### src/rtl/rank_filter_run_ctrl.sv
// rank_filter_run_ctrl
// Start/done sequencer for the adaptive rank-order filter datapath.
// Issues ROM reads, drives the filter clock-enable and pad select, writes
// aligned filter results into the result RAM and, when idle, steps the
// result RAM read-back address from the push-buttons.
//
// Ports:
//   clk, rst            system clock, asynchronous active-high reset
//   start, abort, pause run control levels
//   rd_up, rd_down      debounced read-back buttons
//   rom_addr, rom_en    ROM read port (data valid one cycle after rom_en)
//   filt_clr, filt_en,  filter window clear, clock-enable and pad select
//   filt_pad
//   ram_wr_en,          result RAM write port
//   ram_wr_addr
//   rd_addr             result RAM read-back address
//   busy, done          run status
//
// state | meaning
// IDLE  | no run active, read-back address follows buttons
// CLEAR | one cycle: clear filter window, zero run counters
// RUN   | issue NUM_SAMPLES ROM reads (stalled by pause)
// FLUSH | feed FILT_LAT pad samples until the last result is written
// DONE  | run complete, read-back address follows buttons
module rank_filter_run_ctrl #(
    parameter int N           = 5,
    parameter int ADDR_BITS   = 8,
    parameter int NUM_SAMPLES = 255,
    parameter int FILT_LAT    = N / 2 + 1
) (
    input  logic                 clk,
    input  logic                 rst,
    input  logic                 start,
    input  logic                 abort,
    input  logic                 pause,
    input  logic                 rd_up,
    input  logic                 rd_down,
    output logic [ADDR_BITS-1:0] rom_addr,
    output logic                 rom_en,
    output logic                 filt_clr,
    output logic                 filt_en,
    output logic                 filt_pad,
    output logic                 ram_wr_en,
    output logic [ADDR_BITS-1:0] ram_wr_addr,
    output logic [ADDR_BITS-1:0] rd_addr,
    output logic                 busy,
    output logic                 done
);

    localparam int CW = $clog2(FILT_LAT + 1);
    localparam logic [ADDR_BITS-1:0] LAST_IDX = ADDR_BITS'(NUM_SAMPLES - 1);
    localparam logic [CW-1:0]        LAT      = CW'(FILT_LAT);

    typedef enum logic [2:0] {
        S_IDLE,
        S_CLEAR,
        S_RUN,
        S_FLUSH,
        S_DONE
    } state_t;

    state_t state, state_nxt;

    logic                 start_q, up_q, down_q;
    logic                 start_edge, up_edge, down_edge;
    logic [ADDR_BITS-1:0] issue_cnt;
    logic [CW-1:0]        en_cnt;
    logic [CW-1:0]        pad_left;
    logic                 filt_en_q, filt_pad_q;
    logic                 pad_issue;
    logic                 enter_clear;

    assign start_edge = start & ~start_q;
    assign up_edge    = rd_up & ~up_q;
    assign down_edge  = rd_down & ~down_q;

    assign rom_addr  = issue_cnt;
    assign filt_en   = filt_en_q;
    assign filt_pad  = filt_pad_q;
    // en_cnt is the pre-increment count, so the write lines up with the
    // first filter output that covers a full window.
    assign ram_wr_en = filt_en_q & (en_cnt == LAT);

    always_ff @(posedge clk or posedge rst) begin
        if (rst) begin
            state <= S_IDLE;
        end else begin
            state <= state_nxt;
        end
    end

    always_comb begin
        state_nxt   = state;
        rom_en      = 1'b0;
        pad_issue   = 1'b0;
        filt_clr    = 1'b0;
        busy        = 1'b0;
        done        = 1'b0;
        enter_clear = 1'b0;
        case (state)
            S_IDLE, S_DONE: begin
                done = (state == S_DONE);
                if (start_edge) begin
                    state_nxt   = S_CLEAR;
                    enter_clear = 1'b1;
                end
            end
            S_CLEAR: begin
                busy      = 1'b1;
                filt_clr  = 1'b1;
                state_nxt = abort ? S_IDLE : S_RUN;
            end
            S_RUN: begin
                busy   = 1'b1;
                rom_en = ~pause;
                if (abort) begin
                    state_nxt = S_IDLE;
                end else if (!pause && issue_cnt == LAST_IDX) begin
                    state_nxt = S_FLUSH;
                end
            end
            S_FLUSH: begin
                busy      = 1'b1;
                pad_issue = ~pause & (pad_left != '0);
                if (abort) begin
                    state_nxt = S_IDLE;
                end else if (ram_wr_en && ram_wr_addr == LAST_IDX) begin
                    state_nxt = S_DONE;
                end
            end
            default: state_nxt = S_IDLE;
        endcase
    end

    always_ff @(posedge clk or posedge rst) begin
        if (rst) begin
            start_q     <= 1'b0;
            up_q        <= 1'b0;
            down_q      <= 1'b0;
            issue_cnt   <= '0;
            en_cnt      <= '0;
            pad_left    <= '0;
            filt_en_q   <= 1'b0;
            filt_pad_q  <= 1'b0;
            ram_wr_addr <= '0;
            rd_addr     <= '0;
        end else begin
            start_q <= start;
            up_q    <= rd_up;
            down_q  <= rd_down;

            // Filter enable trails the issue by one cycle so it meets ROM data.
            filt_en_q  <= (rom_en | pad_issue) & ~abort;
            filt_pad_q <= pad_issue & ~abort;

            if (enter_clear) begin
                issue_cnt   <= '0;
                en_cnt      <= '0;
                pad_left    <= LAT;
                ram_wr_addr <= '0;
            end else begin
                if (rom_en) begin
                    issue_cnt <= issue_cnt + 1'b1;
                end
                if (pad_issue) begin
                    pad_left <= pad_left - 1'b1;
                end
                if (filt_en_q && en_cnt != LAT) begin
                    en_cnt <= en_cnt + 1'b1;
                end
                if (ram_wr_en) begin
                    ram_wr_addr <= ram_wr_addr + 1'b1;
                end
            end

            // Button edges outside IDLE/DONE are dropped, not queued.
            if (!busy && (up_edge ^ down_edge)) begin
                rd_addr <= up_edge ? rd_addr + 1'b1 : rd_addr - 1'b1;
            end
        end
    end

endmodule

### config.mk
export PLATFORM = sky130hd
export DESIGN_NAME = rank_filter_run_ctrl
export DESIGN_NICKNAME = d
export VERILOG_FILES = /design/src/rtl/rank_filter_run_ctrl.sv
export SDC_FILE = /design/constraint.sdc
export NUM_CORES = 1
export LEC_CHECK = 0
export ABC_CLOCK_PERIOD_IN_PS = 2510
export CAP_MARGIN = 20
export CORE_ASPECT_RATIO = 0.8
export CORE_MARGIN = 3
export CORE_UTILIZATION = 45
export DETAILED_ROUTE_END_ITERATION = 12
export HOLD_SLACK_MARGIN = 0.03
export PLACE_DENSITY = 0.73
export SLEW_MARGIN = 30
export SYNTH_ARGS = -nofsm -noshare
export SYNTH_HDL_FRONTEND = slang
export SYNTH_SLANG_ARGS = --single-unit
### constraint.sdc
create_clock -name clk -period 2.51 [get_ports clk]
set_input_delay 0.502 -clock clk [delete_from_list [all_inputs] [get_ports clk]]
set_output_delay 0.502 -clock clk [all_outputs]
set_load 0.01 [all_outputs]
==> flow_summary.html <==
<table>
<tr><th>Metric</th><th>Value</th></tr>
<tr><th colspan="2">Floorplanning</th></tr>
<tr><td>Area inside the core boundary</td><td>4230 um2</td></tr>
<tr><td>Number of rows created at floorplan</td><td>21</td></tr>
<tr><td>Initial core utilization</td><td>0.475</td></tr>
<tr><td>Die extent in x</td><td>80.7 um</td></tr>
<tr><td>Full die area</td><td>5310 um2</td></tr>
<tr><td>Height of the die</td><td>65.8 um</td></tr>
<tr><td>I/O pin cnt</td><td>38</td></tr>
<tr><th colspan="2">GRT</th></tr>
<tr><td>Global-route wire length before repair</td><td>7360 um</td></tr>
<tr><td>Met3 routing resource usage after global routing</td><td>0.0463</td></tr>
<tr><td>Vias in the first global route</td><td>1602</td></tr>
<tr><td>Highest-utilization routing layer at the global route stage</td><td>met2</td></tr>
<tr><td>Overall Global Routing Usage</td><td>0.183</td></tr>
<tr><td>Total grt overflow</td><td>0</td></tr>
<tr><td>Global Route met2 Usage</td><td>0.285</td></tr>
<tr><td>M1 GR Usage</td><td>0.244</td></tr>
<tr><td>Pin count of the biggest net entering global routing</td><td>37</td></tr>
<tr><td>Initial antenna violation count</td><td>0</td></tr>
<tr><th colspan="2">Worst setup path</th></tr>
<tr><td>Category of the critical setup timing path</td><td>in2reg</td></tr>
<tr><td>Crit. End Element</td><td>flop</td></tr>
<tr><td>Crit path max-delay cell type</td><td>sky130_fd_sc_hd__clkdlybuf4s50_1</td></tr>
<tr><td>Maximum single-stage delay on the critical path</td><td>0.47 ns</td></tr>
<tr><td>Worst EP required</td><td>2.70 ns</td></tr>
<tr><td>Worst path buffer plus inverter count</td><td>2</td></tr>
<tr><td>Critical path startpoint</td><td>rd_up</td></tr>
<tr><td>Kind of cell adding the most delay to the critical path</td><td>buffers and inverters</td></tr>
<tr><td>Worst path arrival time</td><td>2.58 ns</td></tr>
<tr><td>Cell Chain, Critical Path</td><td>clkdlybuf4s50_1 &gt; nand2b_1 &gt; buf_4 &gt; ha_1 &gt; or2_2 &gt; a2111oi_4 &gt; mux2_4 &gt; o311ai_1</td></tr>
<tr><td>Worst-path maximum fanout</td><td>5</td></tr>
<tr><td>R2r setup slk</td><td>0.38 ns</td></tr>
<tr><td>Reg2Reg Launch Point</td><td>up_q</td></tr>
<tr><td>Critical Path Source Type</td><td>input port</td></tr>
<tr><th colspan="2">Clock tree</th></tr>
<tr><td>CTS tree</td><td>yes</td></tr>
<tr><td>CTS clk-pin slew, worst paths</td><td>0.07 ns</td></tr>
<tr><td>CTS sink count</td><td>36</td></tr>
<tr><td>Max H-tree Level</td><td>2</td></tr>
<tr><td>Worst-Skew Late Latency</td><td>0.29 ns</td></tr>
<tr><td>Library cell used as clock root buffer</td><td>sky130_fd_sc_hd__clkbuf_8</td></tr>
<tr><td>Maximum count of clock buffers along a single path</td><td>2</td></tr>
<tr><td>Number of buffers created by CTS</td><td>5</td></tr>
<tr><td>Number of buffers inserted for hold repair after clock tree synthesis</td><td>0</td></tr>
<tr><th colspan="2">Pwr</th></tr>
<tr><td>Final Power</td><td>2.55 mW</td></tr>
<tr><td>Sw power</td><td>0.934 mW</td></tr>
<tr><td>Switching Fraction</td><td>0.366</td></tr>
<tr><td>Maximum vdd ir drop</td><td>0.603 mV</td></tr>
<tr><td>Pleak</td><td>1.23 nW</td></tr>
<tr><td>Clock power share</td><td>0.151</td></tr>
<tr><td>Pint</td><td>1.62 mW</td></tr>
<tr><td>P per Cell Area</td><td>960 nW/um2</td></tr>
<tr><td>Share of total power in sequential cells</td><td>0.339</td></tr>
<tr><td>Combinational group share of total power</td><td>0.509</td></tr>
<tr><th colspan="2">Yosys</th></tr>
<tr><td>Synthesized netlist cell count</td><td>199</td></tr>
<tr><td>Count of distinct cell types in the synthesized netlist</td><td>46</td></tr>
<tr><td>Total number of yosys warnings</td><td>0</td></tr>
<tr><td>Seq cells post-synth</td><td>36</td></tr>
<tr><td>Seq/Total Area, Yosys</td><td>0.448</td></tr>
<tr><td>Avg Synthesized Cell Area</td><td>10.1 um2</td></tr>
<tr><td>Synthesized cell area</td><td>2010 um2</td></tr>
<tr><td>Mapped Nets</td><td>219</td></tr>
<tr><th colspan="2">Detailed routing</th></tr>
<tr><td>Total wire length after detailed routing</td><td>4190 um</td></tr>
<tr><td>DRC violations left</td><td>0</td></tr>
<tr><td>Drt wl/cell</td><td>13.3 um</td></tr>
<tr><td>Ratio of routed vias to standard cells</td><td>5.11</td></tr>
<tr><td>Total vias in the final route</td><td>1604</td></tr>
<tr><td>Number of optimization iterations in the first detailed-route pass</td><td>4</td></tr>
<tr><td>DRC marker count from the first detailed-route iteration</td><td>40</td></tr>
<tr><td>Detail Route Antenna Nets</td><td>0</td></tr>
<tr><th colspan="2">Job</th></tr>
<tr><td>Max-cap viol count</td><td>0</td></tr>
<tr><th colspan="2">Cells and area</th></tr>
<tr><td>Most frequent standard cell in the layout excluding fill and tap cells</td><td>sky130_fd_sc_hd__clkdlybuf4s50_1</td></tr>
<tr><td>Ratio of cells with drive above 1 in the final layout</td><td>0.148</td></tr>
<tr><td>Design Area, Final</td><td>2660 um2</td></tr>
<tr><td>Post-layout util</td><td>0.629</td></tr>
<tr><td>Fill cell total of the finished layout</td><td>362</td></tr>
<tr><td>Final non-filler cell total</td><td>314</td></tr>
<tr><td>Leading cell types in the layout, fill and taps excluded</td><td>37 x sky130_fd_sc_hd__clkdlybuf4s50_1, 36 x sky130_fd_sc_hd__dfrtp_1, 23 x sky130_fd_sc_hd__nor2_1</td></tr>
<tr><td>Number of diodes added for antenna fixing</td><td>0</td></tr>
<tr><td>Fin nets</td><td>277</td></tr>
<tr><td>Area growth from synthesis to layout</td><td>32.4%</td></tr>
<tr><th colspan="2">STA</th></tr>
<tr><td>Accumulated negative setup slack</td><td>0 ns</td></tr>
<tr><td>Timing-limited maximum frequency</td><td>0.418 GHz</td></tr>
<tr><td>Post-route setup slack</td><td>0.119 ns</td></tr>
<tr><td>Number of pins with negative max-slew slack in the final report</td><td>0</td></tr>
<tr><td>Final setup violation count</td><td>0</td></tr>
<tr><td>Final count of hold timing violations</td><td>0</td></tr>
<tr><td>Least-Margin Pin Slew</td><td>0.456 ns</td></tr>
<tr><td>Final hold slack</td><td>0.491 ns</td></tr>
<tr><td>Unrepaired setup endpoints after global routing</td><td>no</td></tr>
<tr><td>Worst Skew</td><td>0.00615 ns</td></tr>
<tr><td>Final period demand of the worst path</td><td>2.39 ns</td></tr>
<tr><td>Worst slew slack as a fraction of its limit</td><td>0.696</td></tr>
<tr><td>Share of the clock period used by the worst path after layout</td><td>0.953</td></tr>
<tr><th colspan="2">Place</th></tr>
<tr><td>Post-Place Cells</td><td>307</td></tr>
<tr><td>Worst slack after detailed placement</td><td>-0.155 ns</td></tr>
<tr><td>Placed wire-length estimate after detailed placement</td><td>3120 um</td></tr>
<tr><td>PortBufs</td><td>37</td></tr>
<tr><td>Instance area after placement</td><td>2570 um2</td></tr>
<tr><td>RePlAce Congestion</td><td>0.820</td></tr>
<tr><th colspan="2">Worst hold path</th></tr>
<tr><td>Worst hold start</td><td>pad_left[1]</td></tr>
<tr><td>Worst min-delay path category</td><td>reg2reg</td></tr>
<tr><th colspan="2">Outcome</th></tr>
<tr><td>Outcome</td><td>complete, no violations</td></tr>
</table>
[timing repair]
action	in CTS	in global routing
resized for setup	0	2
endpoints found under the setup margin	0	1
buffers inserted	0	0
[metal layers]
metal	up-vias	share of wire
li1	805	-
met1	769	0.49
met2	23	0.46
met3	7	0.038
met4	0	0.014
met5	-	0
[cell usage after synthesis, drive strengths merged]
cell,n,area share
o31a,1,0.0044
a21o,1,0.0037
o31ai,3,0.011
o21a,2,0.0075
dfrtp,36,0.45
mux2i,2,0.010
ha,12,0.075
mux2,1,0.0056
fa,1,0.010
nand2,16,0.030
o211ai,1,0.0037
nand3,5,0.012
xnor2,8,0.035
inv,10,0.019
nor2b,1,0.0031
a21oi,3,0.0075
nor2,24,0.046
nand4,4,0.016
nand3b,1,0.0037
o21ba,1,0.0050
nor3b,2,0.0075
or3,1,0.0031
clkbuf,3,0.0056
nor4b,1,0.012
o311ai,1,0.0044
buf,3,0.011
nor3,4,0.010
a311oi,1,0.0044
xor2,13,0.057
nand2b,6,0.019
a211o,1,0.0044
and2,2,0.0062
or2,3,0.0093
o22ai,2,0.0062
a2111oi,2,0.018
a22o,2,0.0087
o21ai,9,0.022
a211oi,3,0.011
and3,6,0.021
or3b,1,0.0044
[kinds of logic after synthesis]
group,synth area share
AO/OA/AOI/OAI,0.123
XOR/XNOR,0.0915
flip-flops,0.448
buffers and inverters,0.0348
adder cells (fa/ha/maj),0.0846
multiplexers,0.0156
AND/OR/NAND/NOR,0.203
[sequential cells by signal, indices dropped and copies added, names as in the netlist, 2 cells and up]
| register | cells |
|---|---|
| rd_addr | 8 |
| pad_left | 2 |
| en_cnt | 2 |
| rom_addr | 8 |
| ram_wr_addr | 8 |
| state | 3 |
[power groups by stage]
| stage | Combinational (mW) | Sequential (mW) | Clock (mW) |
|---|---|---|---|
| 6_report | 1.30 | 0.867 | 0.387 |
| 5_1_grt | 1.45 | 0.894 | 0.424 |
| 4_1_cts | 1.29 | 0.868 | 0.398 |
| 3_5_place_dp | 1.28 | 0.877 | 0 |
| 3_3_place_gp | 1.24 | 0.872 | 0 |
| 2_1_floorplan | 0.767 | 0.857 | 0 |
[cell type report]
class / instances / area, um2 / share of cell area
multi-input cells: 147 / 1050 / 0.396
flip-flops and latches: 36 / 901 / 0.339
repair buffers: 57 / 520 / 0.196
clock buffers: 6 / 72.6 / 0.0273
inverters: 10 / 37.5 / 0.0141
clock inverters: 1 / 5.00 / 0.00188
well taps: 57 / 71.3 / 0.0268
[final timing paths]
path	endpoint	cells past startpoint
max in group asynchronous	ram_wr_addr[4]	3
setup reg to reg	rd_addr[7]	7
hold reg to reg	pad_left[1]	1
hold / removal	pad_left[1]	1
setup / recovery	rd_addr[7]	8
min in group asynchronous	rd_addr[0]	3
(Power assumes the default switching activity.)
